**config.mk**
```make
export PLATFORM = sky130hd
export DESIGN_NAME = floating_point_divider
export DESIGN_NICKNAME = d
export VERILOG_FILES = /design/src/rtl/fp_div_pkg.sv /design/src/rtl/fp_mant_divider.sv /design/src/rtl/floating_point_divider.sv
export SDC_FILE = /design/constraint.sdc
export NUM_CORES = 1
export LEC_CHECK = 0
export BUFFER_PORTS_ARGS = -buffer_cell sky130_fd_sc_hd__buf_2
export CORE_ASPECT_RATIO = 0.5
export CORE_MARGIN = 2
export CORE_UTILIZATION = 50
export CTS_BUF_LIST = sky130_fd_sc_hd__clkbuf_8
export CTS_CLUSTER_DIAMETER = 40
export DETAILED_ROUTE_END_ITERATION = 7
export PLACE_DENSITY = 0.71
export SYNTH_ARGS = -nofsm -noshare
export SYNTH_HDL_FRONTEND = slang
export SYNTH_SLANG_ARGS = --single-unit
export TNS_END_PERCENT = 10
```
**constraint.sdc**
```tcl
create_clock -name clk -period 3.7 [get_ports clk]
set_clock_uncertainty 0.05 [all_clocks]
set_input_delay 0 -clock clk [delete_from_list [all_inputs] [get_ports clk]]
set_output_delay 0 -clock clk [all_outputs]
set_load 0.05 [all_outputs]
```
**src/rtl/fp_div_pkg.sv**
```systemverilog
`default_nettype none
// ============================================================================
// Module      : fp_div_pkg
// Description : Shared types and per-format constants for the iterative
//               floating-point divider (state encoding, mantissa widths,
//               exponent bias and overflow limits, latencies).
// Revision    : 1.0 - initial release
// ============================================================================
package fp_div_pkg;

    typedef enum logic [1:0] {
        IDLE      = 2'd0,
        DIVIDE    = 2'd1,
        NORMALIZE = 2'd2
    } state_t;

    // Quotient fraction bits per format (mantissa width including hidden 1)
    localparam int W_SP    = 24;
    localparam int W_HP    = 11;
    localparam int BIAS_SP = 127;
    localparam int BIAS_HP = 15;
    localparam int EMAX_SP = 254;
    localparam int EMAX_HP = 30;

    // Edges from the accepting edge to the edge that raises done
    localparam int LAT_SP  = W_SP + 2;
    localparam int LAT_HP  = W_HP + 2;

    // Divider datapath is sized for the widest format
    localparam int MANT_W  = W_SP;
    localparam int CNT_W   = 5;

    function automatic logic [CNT_W-1:0] fmt_iter(input logic half);
        return half ? CNT_W'(W_HP) : CNT_W'(W_SP);
    endfunction

    function automatic logic [9:0] fmt_bias(input logic half);
        return half ? 10'(BIAS_HP) : 10'(BIAS_SP);
    endfunction

    function automatic logic [9:0] fmt_emax(input logic half);
        return half ? 10'(EMAX_HP) : 10'(EMAX_SP);
    endfunction

    function automatic int fmt_latency(input logic half);
        return half ? LAT_HP : LAT_SP;
    endfunction

endpackage
`default_nettype wire

```
**src/rtl/fp_mant_divider.sv**
```systemverilog
`default_nettype none
// ============================================================================
// Module      : fp_mant_divider
// Description : Restoring shift-subtract mantissa divider, one quotient bit
//               per step. Produces floor(dividend * 2^W / divisor) after
//               W+1 steps, where W is the count loaded at start.
// Revision    : 1.0 - initial release
// ============================================================================
module fp_mant_divider
    import fp_div_pkg::*;
(
    input  logic              clk,
    input  logic              rst_n,
    input  logic              load_i,
    input  logic              step_i,
    input  logic [MANT_W-1:0] dividend_i,
    input  logic [MANT_W-1:0] divisor_i,
    input  logic [CNT_W-1:0]  count_i,
    output logic [MANT_W:0]   quotient_o,
    output logic              last_o
);

    logic [MANT_W:0]   rem_q, rem_d;
    logic [MANT_W-1:0] div_q, div_d;
    logic [MANT_W:0]   quo_q, quo_d;
    logic [CNT_W-1:0]  cnt_q, cnt_d;

    logic              w_ge;
    logic [MANT_W-1:0] w_diff;
    logic [MANT_W-1:0] w_keep;

    // One restoring step: subtract when possible, shift remainder, append bit
    always_comb begin
        // After a subtract the remainder is below the divisor, so the top
        // remainder bit is never needed for the difference itself.
        w_ge   = (rem_q >= {1'b0, div_q});
        w_diff = rem_q[MANT_W-1:0] - div_q;
        w_keep = w_ge ? w_diff : rem_q[MANT_W-1:0];

        rem_d  = rem_q;
        div_d  = div_q;
        quo_d  = quo_q;
        cnt_d  = cnt_q;

        if (load_i) begin
            rem_d = {1'b0, dividend_i};
            div_d = divisor_i;
            quo_d = '0;
            cnt_d = count_i;
        end else if (step_i) begin
            rem_d = {w_keep, 1'b0};
            quo_d = {quo_q[MANT_W-1:0], w_ge};
            if (cnt_q != '0) begin
                cnt_d = cnt_q - 1'b1;
            end
        end
    end

    // Divider state registers
    always_ff @(posedge clk) begin
        if (!rst_n) begin
            rem_q <= '0;
            div_q <= '0;
            quo_q <= '0;
            cnt_q <= '0;
        end else begin
            rem_q <= rem_d;
            div_q <= div_d;
            quo_q <= quo_d;
            cnt_q <= cnt_d;
        end
    end

    assign quotient_o = quo_q;
    assign last_o     = (cnt_q == '0);

endmodule
`default_nettype wire

```
**src/rtl/floating_point_divider.sv**
```systemverilog
`default_nettype none
// ============================================================================
// Module      : floating_point_divider
// Description : Iterative IEEE-style divider (normalized operands only,
//               truncating). Single precision always; half precision on
//               selector=1 when built with macro FP_DIV_HALF_EN.
// Revision    : 1.0 - initial release
// ============================================================================
module floating_point_divider
    import fp_div_pkg::*;
(
    input  logic        clk,
    input  logic        rst_n,
    input  logic        start,
    input  logic [31:0] a,
    input  logic [31:0] b,
    input  logic        selector,
    output logic        busy,
    output logic        done,
    output logic [31:0] quotient,
    output logic        div_by_zero
);

    state_t            state_q, state_d;
    logic [31:0]       a_q, b_q;
    logic [31:0]       quot_q;
    logic              done_q;
    logic              dbz_q;

    logic              w_load, w_step, w_last;
    logic [MANT_W-1:0] w_ma_in, w_mb_in;
    logic [CNT_W-1:0]  w_iter;
    logic [MANT_W:0]   w_q;

    logic              w_sign, w_a_zero, w_b_zero, w_qtop;
    logic              w_ovf, w_zero;
    logic [7:0]        w_ea, w_eb;
    logic [22:0]       w_mant;
    logic [9:0]        w_exp, w_emax;
    logic [31:0]       w_result;

`ifdef FP_DIV_HALF_EN
    logic              half_q;
`else
    logic              w_unused_selector;
    assign w_unused_selector = selector;
`endif

    // Control: accept in IDLE, iterate in DIVIDE, pack result in NORMALIZE
    always_comb begin
        state_d = state_q;
        w_load  = 1'b0;
        w_step  = 1'b0;
        case (state_q)
            IDLE: begin
                if (start) begin
                    state_d = DIVIDE;
                    w_load  = 1'b1;
                end
            end
            DIVIDE: begin
                w_step = 1'b1;
                if (w_last) begin
                    state_d = NORMALIZE;
                end
            end
            NORMALIZE: state_d = IDLE;
            default:   state_d = IDLE;
        endcase
    end

    // State register
    always_ff @(posedge clk) begin
        if (!rst_n) begin
            state_q <= IDLE;
        end else begin
            state_q <= state_d;
        end
    end

    // Mantissas with hidden 1 and step count, taken from the ports at accept
    always_comb begin
        w_ma_in = {1'b1, a[22:0]};
        w_mb_in = {1'b1, b[22:0]};
        w_iter  = fmt_iter(1'b0);
`ifdef FP_DIV_HALF_EN
        if (selector) begin
            w_ma_in = {13'd0, 1'b1, a[9:0]};
            w_mb_in = {13'd0, 1'b1, b[9:0]};
            w_iter  = fmt_iter(1'b1);
        end
`endif
    end

    fp_mant_divider u_mant_div (
        .clk        (clk),
        .rst_n      (rst_n),
        .load_i     (w_load),
        .step_i     (w_step),
        .dividend_i (w_ma_in),
        .divisor_i  (w_mb_in),
        .count_i    (w_iter),
        .quotient_o (w_q),
        .last_o     (w_last)
    );

    // Sign, exponent, normalization and special-case packing of the result
    always_comb begin
        w_sign   = a_q[31] ^ b_q[31];
        w_ea     = a_q[30:23];
        w_eb     = b_q[30:23];
        w_a_zero = (a_q[30:0] == 31'd0);
        w_b_zero = (b_q[30:0] == 31'd0);
        w_qtop   = w_q[W_SP];
        w_mant   = w_qtop ? w_q[W_SP-1:1] : w_q[W_SP-2:0];
        // Ten-bit two's complement keeps underflow visible as a negative value
        w_exp    = {2'b00, w_ea} - {2'b00, w_eb} + fmt_bias(1'b0) - {9'd0, ~w_qtop};
        w_emax   = fmt_emax(1'b0);
`ifdef FP_DIV_HALF_EN
        if (half_q) begin
            w_sign   = a_q[15] ^ b_q[15];
            w_ea     = {3'd0, a_q[14:10]};
            w_eb     = {3'd0, b_q[14:10]};
            w_a_zero = (a_q[14:0] == 15'd0);
            w_b_zero = (b_q[14:0] == 15'd0);
            w_qtop   = w_q[W_HP];
            w_mant   = {13'd0, (w_qtop ? w_q[W_HP-1:1] : w_q[W_HP-2:0])};
            w_exp    = {2'b00, w_ea} - {2'b00, w_eb} + fmt_bias(1'b1) - {9'd0, ~w_qtop};
            w_emax   = fmt_emax(1'b1);
        end
`endif
        // Divide-by-zero wins over a zero dividend (0/0 reports infinity)
        w_ovf  = w_b_zero || (!w_a_zero && !w_exp[9] && (w_exp > w_emax));
        w_zero = !w_b_zero && (w_a_zero || w_exp[9] || (w_exp == 10'd0));

        w_result = {w_sign, w_exp[7:0], w_mant};
        if (w_ovf) begin
            w_result = {w_sign, 8'hFF, 23'd0};
        end else if (w_zero) begin
            w_result = {w_sign, 31'd0};
        end
`ifdef FP_DIV_HALF_EN
        if (half_q) begin
            w_result = {16'd0, w_sign, w_exp[4:0], w_mant[9:0]};
            if (w_ovf) begin
                w_result = {16'd0, w_sign, 5'h1F, 10'd0};
            end else if (w_zero) begin
                w_result = {16'd0, w_sign, 15'd0};
            end
        end
`endif
    end

    // Operand capture at accept; result, flag and done pulse on NORMALIZE edge
    always_ff @(posedge clk) begin
        if (!rst_n) begin
            a_q    <= '0;
            b_q    <= '0;
            quot_q <= '0;
            dbz_q  <= 1'b0;
            done_q <= 1'b0;
`ifdef FP_DIV_HALF_EN
            half_q <= 1'b0;
`endif
        end else begin
            done_q <= (state_q == NORMALIZE);
            if (w_load) begin
                a_q    <= a;
                b_q    <= b;
`ifdef FP_DIV_HALF_EN
                half_q <= selector;
`endif
            end
            if (state_q == NORMALIZE) begin
                quot_q <= w_result;
                dbz_q  <= w_b_zero;
            end
        end
    end

    assign busy        = (state_q != IDLE);
    assign done        = done_q;
    assign quotient    = quot_q;
    assign div_by_zero = dbz_q;

endmodule
`default_nettype wire

```
# Word-level counts from Yosys, hierarchy flattened
# Cells that the tools add are included.
# W data, S select, Z words.
[classes] addsub=5 n_lt_le_gt_ge=2 n_eq_ne=4 muxes=15 bitwise_logic=3 n_reduce_logical=22
[op_table] operator="$mux W24" count=3
[op_table] operator="$logic_not A31 Y1" count=2
[op_table] operator="$mux W31" count=2
[op_table] operator="$ge A25 B24 Y1" count=1
[op_table] operator="$sub A24 B24 Y24" count=1
[op_table] operator="$mux W23" count=1
[op_table] operator="$mux W5" count=3
[op_table] operator="$add A9 B8 Y10 const B" count=1
[op_table] operator="$gt A10 B8 Y1 const B" count=1
[op_table] operator="$logic_not A10 Y1" count=1
[op_table] operator="$sub A10 B1 Y10" count=1
[op_table] operator="$sub A8 B8 Y9" count=1
[op_table] operator="$reduce_and A2 Y1" count=3
[op_table] operator="$reduce_bool A2 Y1" count=3
[op_table] operator="$logic_not A5 Y1" count=1
[op_table] operator="$reduce_bool A5 Y1" count=1
[op_table] operator="$sub A5 B1 Y5 const B" count=1
[op_table] operator="$mux W2" count=2
[op_table] operator="$pmux W2 S2" count=1
[op_table] operator="$logic_and A1 B1 Y1" count=3
[op_table] operator="$logic_not A1 Y1" count=3
[op_table] operator="$logic_or A1 B1 Y1" count=3
[op_table] operator="$mux W1" count=3
[op_table] operator="$eq A2 B1 Y1 const B" count=1
[op_table] operator="7 further kinds" count=8
[word_totals] ff_bits=179 inputBits=68 output_inout_bits=35 elab_cells=63

# Depth between registers and ports, before layout
# Gate-level depths: netlist (run 1).
[logic_depth] word_depth=8 depth_mapped=19 ltp_nobuf=18

# Modules after synthesis
# From an unflattened synthesis (run 1), not the netlist that was laid out.
[unflattened] cells_unflattened=1121 hier_area_um2=9386.5
[by_module_without_submodules] mod="floating_point_divider" instances=1 cells_each=575 area_each_um2=4723.3 seq_area_each_um2=2001.9
[by_module_without_submodules] mod="fp_mant_divider" instances=1 cells_each=546 area_each_um2=4663.2 seq_area_each_um2=1581.5

# Least setup slack after synthesis (run 1)
# No wires, ideal clock.
[synth_timing] kind="flip-flop to flip-flop" from="register a_q[23]" to="register quot_q[26] (netlist: quotient[26])" setup_time_ns=0.134 arrival_time_ns=3.685 required_time_ns=3.516 setup_slack_ns=-0.169 stages_incl_launch_ff=19 path_buffers=0 period_less_slack_ns=3.869 cell_sequence="dfxtp_1 > inv_1 > ha_1 > inv_1 > fa_1 > a211o_1 > nand2_1 > and2_1 > inv_1 > ha_1 > nand2_1 > o21ai_0 > nand3_1 > a211oi_1 > mux2_4 > nor3_1 > o31a_2 > o21bai_1 > o22ai_1"
[synth_via] elab_chain_cells=8 elab_cells_between_ends=16 cone_classes="add/sub (3); order compare (1); mux (2); reduce/logical (10)"
[synth_rtl] item="start: declaration" line_no="floating_point_divider.sv:25" rtl="logic [31:0] a_q, b_q;"
[synth_rtl] item="start signal: assignment" line_no="floating_point_divider.sv:157" rtl="a_q <= '0;"
[synth_rtl] item="start signal: assignment" line_no="floating_point_divider.sv:168" rtl="a_q <= a;"
[synth_rtl] item="branches (longest 7 deep; another with $add A9 B8 Y10)"
[synth_rtl] item="$mux W31 (*)" line_no="floating_point_divider.sv:137" rtl="if (w_ovf) begin"
[synth_rtl] item="end signal: assignment" line_no="floating_point_divider.sv:175" rtl="quot_q <= w_result;"
[synth_rtl] item="end: declaration" line_no="floating_point_divider.sv:26" rtl="logic [31:0] quot_q;"
# Mark *: on every way between the ends.
# A chain may end at the register's enable or synchronous reset.

# Worst setup path after layout (run 1)
[layout_timing] from="register a_q[23]" to="register quot_q[11] (netlist: quotient[11])"
# Same word-level chain as after synthesis.

==> impl_results.md, run 1 <==
- Largest net degree at the start of global routing: 68
- Detailed placement HPWL: 14370 um
- Leak Pwr: 4.210 nW
- Peak supply drop: 0.2976 mV
- Critical path fanouts, max: 6
- FFs w/ async S/R, synth: 0%
- Die X: 184.5 um
- Synthesis-to-finish area growth: 26.88%
- CTS H-Tree Depth: 4
- Post-route worst setup slack: 0.01659 ns
- Netlist Area Pre-Place: 8149 um^2
- Placed cell areas: 8980 um^2
- Final setup TNS: 0 ns
- Total via count in the routed design: 7784
- Area of the die: 17400 um^2
- Unrepaired setup endpoints after global routing: true
- Number of fill cells: 1298
- Routability cong.: 0.8664
- Post-synthesis compound-gate area fraction: 21.17%
- Number of buffers added on ports: 101
- Effective utilization at floorplan: 52.05%
- Fraction of the yosys area taken by sequential cells: 38.32%
- Xor/xnor share of the synthesized area: 3.716%
- Required @ worst endpoint: 4.04 ns
- Number of antenna violations at the first check in global routing: 0
- Category of the critical setup timing path: reg -> reg
- Total routing resource utilization after global routing: 26.32%
- Synthesized area per cell: 8.021 um^2
- Final Max Tran Viols: 0
- Number of cell rows: 32
- Adder-cell area share of the yosys netlist: 6.879%
- Final Routed Wirelength: 22170 um
- Leading cell type in the layout, fill and taps excluded: nand2_1
- Antenna cells: 0
- Worst Hold Class: in -> reg
- Post-synthesis mux area share: 5.405%
- Fraction of layout cells with a size suffix above 1: 19.67%
- GRT Residual Overflow: 0
- Worst slew margin: 28.06%
- Min Clock Period, post-route: 3.683 ns
- Post-route DRC: 0
- Die Span Y: 94.27 um
- Final non-filler cell area: 10340 um^2
- CTS tree: done
- Run status: finished clean
- Post-synthesis share of cell area spent on and, or, nand and nor gates: 19.48%
- Slew at the pin with the worst max-slew slack: 1.079 ns
- NumNets Final: 1303
- Slowest stage delay, CP: 0.37 ns
- Top cells by area in the synthesized netlist: dfxtp_1, nand2_1, a21oi_1
- Number of setup violations in the final report: 0
- Global-route wire length before repair: 36180 um
- Area fraction of the dominant cell type after synthesis: 38.32%
- Number of enable-type register cells in the synthesized netlist: 0
- Critical path, cell by cell: inv_2 -> ha_4 -> inv_2 -> fa_2 -> a211o_1 -> a21o_1 -> and2_4 -> inv_4 -> ha_4 -> a21oi_2 -> o21ai_2 -> buf_4 -> xnor2_2 -> mux2_4 -> a22oi_2 -> o31a_2 -> nand4_4 -> buf_4 -> buf_12 -> o21ai_2
- Synthesized Nets: 1127
- Std-Cell Core Area: 15660 um^2
- Crit path max-delay cell type: fa_2
- Final ANT Viol Nets: 0
- Clock tree root driver cell: clkbuf_8
- Flip-flop and latch count after synthesis: 156
- Routed via count divided by cell count: 5.459
- Data arrival time of the critical path: 4.02 ns
- Cts bufs inserted: 17
- Number of placed instances, taps included: 1313
- PnR Total Power: 0.005883 W
- Ratio of total power to cell area: 569.0 nW/um^2
- Clock transition at the register clock pins on the worst setup and hold paths after CTS: 0.10 ns
- Final Instance Count excl. Fillers: 1426
- Startpoint Class: flop
- Achievable clock frequency: 271.5 MHz
- Hold violation total from the final report: 0
- Router iterations before antenna repair: 5
- Largest family of logic cells by synthesized area: compound AO/OA/AOI/OAI gates
- Syn. warnings: 0
- Main flop type after synthesis: dfxtp_1
- Via count of the first global-routing pass: 7491
- Post-place setup slack: -0.07355 ns
- Library cell occupying the most area in the post-synthesis netlist: dfxtp_1
- Most used cells in the layout excluding fill and tap cells: nand2_1, dfxtp_1, a21oi_1
- Clock Latency Late Sink: 0.46 ns
- Cells after Synth: 1016
- Detailed router's first-iteration violation count: 547
- Clk sinks: 156
- Routed wire length per instance: 15.55 um
- Final period utilization: 99.55%
- Buffer levels on the longest clock path: 2
- Capturing element type of the critical path: flop
- Top-level I/O count: 103
- Count of cell types in the netlist: 59
- Max-cap violation count: 0
-- worst max-delay path: cells and delay by family (launching register included) --
kind | cells | cell delay, ns
and+or+nand+nor | 2 | 0.29
AOI/OAI and AO/OA | 7 | 1.19
adders and majority gates | 3 | 0.69
buffers and inverters | 6 | 0.61
DFF | 1 | 0.34
xor gates and xnor gates | 1 | 0.13
muxes | 1 | 0.32
-- worst paths after layout --
check                                start                                      to  cells past startpoint  slack (ns)
setup reg to reg      a_q[23]$_SDFFE_PN0P_               quotient[11]$_SDFFE_PN0P_                     20        0.02
setup / recovery      a_q[23]$_SDFFE_PN0P_               quotient[11]$_SDFFE_PN0P_                     20        0.02
hold / removal                       start  u_mant_div.quotient_o[21]$_SDFFE_PP0P_                      4        0.06
hold reg to reg   quotient[2]$_SDFFE_PN0P_                quotient[2]$_SDFFE_PN0P_                      2        0.40
-- layout make-up --
type	count	area [um^2]	share of cell area (%)
Inverter	50	195.2	1.888
Timing Repair Buffer	210	1593	15.40
Clock buffer	18	247.7	2.396
Clock inverter	14	190.2	1.839
Sequential cell	156	3127	30.24
Tap cell	221	276.5	2.674
Multi-Input combinational cell	757	4711	45.56
-- what timing repair did --
item	in CTS	in global routing
endpoints found under the setup margin	26	30
buffers inserted	7	4
cloned	3	0
hold buffers	67	0
endpoints found under the hold margin	93	0
resized for setup	22	5
pin swaps	29	12
-- synth_stat cells, types with 2 or more instances --
master	count
nand4_1	7
a21oi_1	125
buf_6	2
o221ai_1	4
and2_1	8
or2_2	9
buf_2	2
dfxtp_1	156
buf_1	9
a211oi_1	5
a21boi_0	16
and3_1	5
a211o_1	3
ha_1	40
xnor2_1	16
o21ai_2	20
a31oi_1	11
inv_1	49
o21a_1	8
mux2_4	2
or3_1	3
nor4_1	16
o21ai_0	24
nand3_1	15
o21bai_1	4
nor2b_1	8
nor2_1	36
o311ai_0	2
nand2_1	232
o22ai_1	20
nand2b_1	5
nor3_1	11
fa_1	3
a21o_1	17
o211ai_1	4
nand3b_1	2
mux2i_1	41
clkbuf_1	40
xor2_1	16
-- per-layer routing --
layer / global-route usage [%] / up-vias / share of wire [%]
li1: - / 3882 / -
met1: 33.74 / 3661 / 47
met2: 44.77 / 203 / 47
met3: 5.465 / 38 / 4.6
met4: 7.933 / 0 / 1.6
met5: 0 / - / 0
-- metrics by stage --
step | hold WS, ns | utilization (%)
2_1_floorplan | 0.08597 | -
3_3_place_gp | 0.1917 | 57.36
3_5_place_dp | 0.1968 | 57.36
4_1_cts | 0.04619 | 65.81
5_1_grt | 0.07655 | 66.05
6_report | 0.05924 | 66.05
-- kinds of logic (layout without fill, tap and decap cells) --
| family | Yosys count | in the layout |
|---|---|---|
| XOR/XNOR | 33 | 33 |
| multiplexers | 43 | 43 |
| AND/OR/NAND/NOR | 362 | 362 |
| AO/OA/AOI/OAI | 276 | 276 |
| adder cells (fa/ha/maj) | 43 | 43 |
| buffers and inverters | 103 | 292 |
| flip-flops | 156 | 156 |
-- registers in the layout, indices dropped and copies added, names as in the netlist --
signal / count
u_mant_div.quotient_o: 25
u_mant_div.cnt_q: 5
done: 1
u_mant_div.div_q: 1
div_by_zero: 1
b_q: 32
a_q: 32
state_q: 2
u_mant_div.rem_q: 25
quotient: 32
-- power by group --
| group | internal (W) | switching, W | leakage [nW] |
|---|---|---|---|
| clock | 0.000757 | 0.000680 | 0.231 |
| combinational | 0.00117 | 0.00138 | 2.70 |
| sequential | 0.00181 | 0.0000959 | 1.27 |
(Power assumes the default switching activity.)
==> inputs of run 2 (changes only) <==
- PLACE_DENSITY: 0.71 -> 0.79
==> run 2 against run 1 <==
  * The run now ends with negative setup slack left
  * Sequential share of layout area fell by 0.26 points
  * Non-clock buffer count up 5
  * Fmax fell by 2.8%
  * Clock power is 13% lower
  * Global-route usage grew 0.12 points
  * Cell area is 0.90% higher
  * Die area did not move
  * Core utilization up 0.59 points
  * Critical path type unchanged
  * Largest power group unchanged
==> impl_results.md, run 2 (synthesis gave the netlist of run 1 again) <==
- Antenna cells: 0
- GRT Residual Overflow: 0
- Final Max Tran Viols: 0
- Startpoint Class: flop
- Crit path max-delay cell type: dfxtp_2
- Area of the die: 17400 um^2
- Total via count in the routed design: 7971
- Category of the critical setup timing path: reg -> reg
- Achievable clock frequency: 263.9 MHz
- CTS H-Tree Depth: 4
- Die X: 184.5 um
- Min Clock Period, post-route: 3.789 ns
- Routability cong.: 0.8850
- Final non-filler cell area: 10430 um^2
- Critical path fanouts, max: 5
- Final period utilization: 102.4%
- Required @ worst endpoint: 4.05 ns
- Worst slew margin: 27.77%
- Capturing element type of the critical path: flop
- Effective utilization at floorplan: 52.05%
- NumNets Final: 1308
- Detailed placement HPWL: 14550 um
- Slowest stage delay, CP: 0.38 ns
- Leading cell type in the layout, fill and taps excluded: nand2_1
- Cts bufs inserted: 17
- Leak Pwr: 4.221 nW
- Router iterations before antenna repair: 7
- Synthesis-to-finish area growth: 28.02%
- Post-route DRC: 0
- Die Span Y: 94.27 um
- Ratio of total power to cell area: 565.6 nW/um^2
- Final ANT Viol Nets: 0
- Hold violation total from the final report: 0
- Final Routed Wirelength: 22670 um
- Critical path, cell by cell: ha_4 -> inv_2 -> fa_2 -> a211o_1 -> nand2_2 -> and2_4 -> inv_4 -> ha_4 -> nand2_2 -> o21ai_4 -> buf_6 -> a21o_1 -> a211oi_2 -> mux2_4 -> nor3_4 -> o31a_2 -> nand4_4 -> buf_6 -> buf_16 -> o21ai_2
- Clock tree root driver cell: clkbuf_8
- Largest net degree at the start of global routing: 68
- Unrepaired setup endpoints after global routing: true
- Clk sinks: 156
- Fraction of layout cells with a size suffix above 1: 20.99%
- Total routing resource utilization after global routing: 26.44%
- Max-cap violation count: 0
- Post-route worst setup slack: -0.08916 ns
- Number of antenna violations at the first check in global routing: 0
- Peak supply drop: 0.3181 mV
- Run status: complete, but fails checks
- Detailed router's first-iteration violation count: 554
- Via count of the first global-routing pass: 7691
- Global-route wire length before repair: 36630 um
- Worst setup slack for register-to-register paths: -0.09 ns
- Violated checks: negative setup slack
- Data arrival time of the critical path: 4.14 ns
- Std-Cell Core Area: 15660 um^2
- Routed wire length per instance: 15.84 um
- Most used cells in the layout excluding fill and tap cells: nand2_1, dfxtp_1, a21oi_1
- Placed cell areas: 8977 um^2
- Clock transition at the register clock pins on the worst setup and hold paths after CTS: 0.09 ns
- Worst Hold Class: in -> reg
- Number of buffers added on ports: 101
- Routed via count divided by cell count: 5.570
- End-of-flow core utilization: 66.64%
- Number of setup violations in the final report: 21
- Buffer levels on the longest clock path: 2
- Top-level I/O count: 103
- Number of cell rows: 32
- Clock Latency Late Sink: 0.47 ns
- Slew at the pin with the worst max-slew slack: 1.083 ns
- CTS tree: done
run 2: cell count changes in the layout (fill, tap and decap cells not counted), moves of 2 or more:
cell	change
a21oi_2	-2
a21oi_4	+2
buf_4	+4
buf_6	+2
bufinv_16	-4
clkinv_4	+3
ha_1	-2
inv_1	-2
inv_8	+2
run 2: cell type report:
type / instances / area, um^2
fill: 1203 / 5223
multi-input combinational: 757 / 4820
sequential: 156 / 3128
timing repair buffer: 215 / 1635
tap: 221 / 276.5
clock buffer: 18 / 247.7
inverter: 50 / 195.2
clock inverter: 14 / 130.1
run 2: path summary, 6_finish.rpt:
| check | from | to | cells after the start |
|---|---|---|---|
| hold / removal | start | u_mant_div.cnt_q[3]$_SDFFE_PN0P_ | 4 |
| setup / recovery | b_q[23]$_SDFFE_PN0P_ | quotient[3]$_SDFFE_PN0P_ | 20 |
| hold reg to reg | quotient[7]$_SDFFE_PN0P_ | quotient[7]$_SDFFE_PN0P_ | 2 |
| setup reg to reg | b_q[23]$_SDFFE_PN0P_ | quotient[3]$_SDFFE_PN0P_ | 20 |
run 2: per-layer routing:
metal  up-vias  track usage, %  part of all wire (%)  routed length [um]
li1       3876               -                     -                   -
met1      3745           32.00                    44                9978
met3        64           4.845                   5.1                1148
met2       286           46.08                    48               10810
met4         0           12.00                   3.2                 726
met5         -               0                     0                   0
run 2: report_power, final:
part           leakage [nW]  total (W)  internal (W)  switching (W)
Clock                 0.191    0.00125      0.000508       0.000740
Sequential             1.27    0.00191       0.00181       0.000102
Combinational          2.75    0.00274       0.00126        0.00148
Total                  4.22    0.00590       0.00357        0.00233
run 2: metrics by stage:
step	worst slack, ns	cells	total power [W]	setup TNS (ns)	hold slack, ns
final	-0.08916	1431	0.005901	-1.360	0.1649
after global routing	-0.2067	1431	0.006227	-4.197	0.1930
after CTS	0.0001501	1425	0.005683	0	0.1646
after detailed placement	-0.1047	1313	0.004278	-1.981	0.1984
after global placement	0.02232	1313	0.004197	0	0.1917
after floorplan	0.01309	1016	0.003660	0	0.08597
run 2: worst max-delay path: cells and delay by family, from the launching register on:
family / cells / cell delay [ns]
AOI/OAI and AO/OA: 6 / 1.06
adders and majority gates: 3 / 0.78
buffers and inverters: 5 / 0.53
DFF: 1 / 0.38
muxes: 1 / 0.32
and+or+nand+nor: 5 / 0.58
run 2: timing repair:
item                       CTS  global route
gates cloned                 3             0
resized for setup           25            21
hold endpoints to repair    93             0
hold buffers                66             0
pin swaps                   20            20
setup endpoints to repair   27            30
setup buffers               11             7
==> inputs of run 3 (changes only) <==
- SETUP_SLACK_MARGIN: default -> 0.2
==> run 3 against run 2 <==
  * The run still ends with negative setup slack left
  * Global-route usage up 0.098 points
  * Largest cell class unchanged
  * Cell area down 0.32%
  * Via count about the same
==> impl_results.md, run 3 (synthesis gave the netlist of run 1 again) <==
- Run status: complete, but fails checks
- Violated checks: negative setup slack
- Met3 wire len: 1281 um
- Min Clock Period, post-route: 3.716 ns
- Max-cap violation count: 0
- Final ANT Viol Nets: 0
- Startpoint Class: flop
- Critical path fanouts, max: 5
- Detailed router's first-iteration violation count: 554
- Number of cell rows: 32
- Buffer levels on the longest clock path: 2
- Data arrival time of the critical path: 4.06 ns
- Die X: 184.5 um
- Capturing element type of the critical path: flop
- Hold violation total from the final report: 0
- Via count of the first global-routing pass: 7580
- Number of placed instances, taps included: 1307
- Number of setup violations in the final report: 17
- Number of buffers added on ports: 101
- Leak Pwr: 4.222 nW
- Routed wire length per instance: 16.15 um
- Most used cells in the layout excluding fill and tap cells: nand2_1, dfxtp_1, a21oi_1
- Clock transition at the register clock pins on the worst setup and hold paths after CTS: 0.09 ns
- Met1 wire length: 9884 um
- Antenna cells: 0
- Synthesis-to-finish area growth: 27.61%
- Final Instance Count excl. Fillers: 1423
- Post-place setup slack: -0.1036 ns
- R2R Path Start: a_q[23]$_SDFFE_PN0P_
- Cts bufs inserted: 17
- Number of antenna violations at the first check in global routing: 0
- Area of the die: 17400 um^2
- Met2 wirelength from detailed routing: 11330 um
- Clock tree root driver cell: clkbuf_8
- Top-level I/O count: 103
- Std-Cell Core Area: 15660 um^2
- Final Max Tran Viols: 0
- Effective utilization at floorplan: 52.05%
- PnR Total Power: 0.006036 W
- Routability cong.: 0.8747
- End-of-flow core utilization: 66.42%
- Worst Hold Class: in -> reg
- Router iterations before antenna repair: 7
- Total via count in the routed design: 7973
- Worst slew margin: 26.20%
- Final Routed Wirelength: 22990 um
- NumNets Final: 1301
- Required @ worst endpoint: 4.05 ns
- Fraction of layout cells with a size suffix above 1: 20.22%
- Clk sinks: 156
- Post-route DRC: 0
- Slew at the pin with the worst max-slew slack: 1.105 ns
- Achievable clock frequency: 269.1 MHz
- GRT Residual Overflow: 0
- Leading cell type in the layout, fill and taps excluded: nand2_1
- Final period utilization: 100.4%
- Worst hold start: rst_n
- Launching instance or port of the critical path: a_q[23]$_SDFFE_PN0P_
- Category of the critical setup timing path: reg -> reg
- Final setup TNS: -0.1192 ns
- Ratio of total power to cell area: 580.5 nW/um^2
- Global-route wire length before repair: 36430 um
- Routed via count divided by cell count: 5.603
- Post-route worst setup slack: -0.01583 ns
- CTS H-Tree Depth: 4
- Total routing resource utilization after global routing: 26.54%
- Peak supply drop: 0.3073 mV
- Die Span Y: 94.27 um
- Highest Signal Layer: met4
- CTS tree: done
- Clock Latency Late Sink: 0.47 ns
- Unrepaired setup endpoints after global routing: true
- Detailed placement HPWL: 14580 um
- Largest net degree at the start of global routing: 68
[run 3: cell types whose count changed in the layout (fill, tap and decap cells not counted), moves of 2 or more]
cell / delta
clkinv_4: -2
inv_6: -2
o21ai_1: -3
o21ai_2: +4
bufinv_16: +5
buf_4: -7
[run 3: per-stage QoR]
step / hold slack (ns) / instance area (um^2)
after global placement: 0.1909 / 8950
final: 0.09186 / 10400
after detailed placement: 0.1980 / 8950
after CTS: 0.06429 / 10300
after global routing: 0.1176 / 10400
after floorplan: 0.08597 / 8187
[run 3: timing repair]
item,in CTS,in global routing
setup endpoints to repair,30,31
gates cloned,3,0
hold buffers,67,0
resized for setup,23,12
pin swaps,33,6
buffers inserted,10,5
hold endpoints to repair,94,0
[run 3: worst paths after layout]
kind / cells past startpoint / endpoint / slack, ns
worst max-delay path: 20 / quotient[22]$_SDFFE_PN0P_ / -0.02
worst min register to register: 2 / quotient[6]$_SDFFE_PN0P_ / 0.40
worst min-delay path: 3 / u_mant_div.rem_q[19]$_SDFFE_PN0P_ / 0.09
worst max register to register: 20 / quotient[22]$_SDFFE_PN0P_ / -0.02
[run 3: cell type report]
class | instances | area, um^2
Clock buffer | 18 | 247.7
Inverter | 50 | 195.2
Timing Repair Buffer | 208 | 1573
Tap cell | 221 | 276.5
Clock inverter | 13 | 214.0
Multi-Input combinational cell | 757 | 4765
Fill cell | 1244 | 5256
Sequential cell | 156 | 3128
[run 3: power breakdown]
group | switching (W) | total (W) | leakage, nW | internal (W)
combinational | 0.00143 | 0.00261 | 2.71 | 0.00119
sequential | 0.000104 | 0.00191 | 1.27 | 0.00181
clock | 0.000686 | 0.00151 | 0.237 | 0.000826
total | 0.00222 | 0.00604 | 4.22 | 0.00382
[run 3: critical path: stages (launching register included)]
cell and delay [ns]:
dfxtp_2 0.33, inv_2 0.05, ha_4 0.12, inv_2 0.04, fa_2 0.35, a211o_1 0.32
a21o_1 0.22, and2_4 0.16, inv_4 0.06, ha_4 0.21, a21oi_4 0.16, o21ai_2 0.09
buf_4 0.15, xnor2_2 0.16, mux2_4 0.32, a22oi_2 0.12, o31a_2 0.20, nand4_4 0.14
buf_6 0.18, buf_16 0.13, o21ai_2 0.09
[run 3: layer usage]
metal | vias to the layer above | global-route usage [%]
met4 | 0 | 8.000
met5 | - | 0
li1 | 3857 | -
met2 | 269 | 48.93
met3 | 53 | 4.884
met1 | 3794 | 31.51
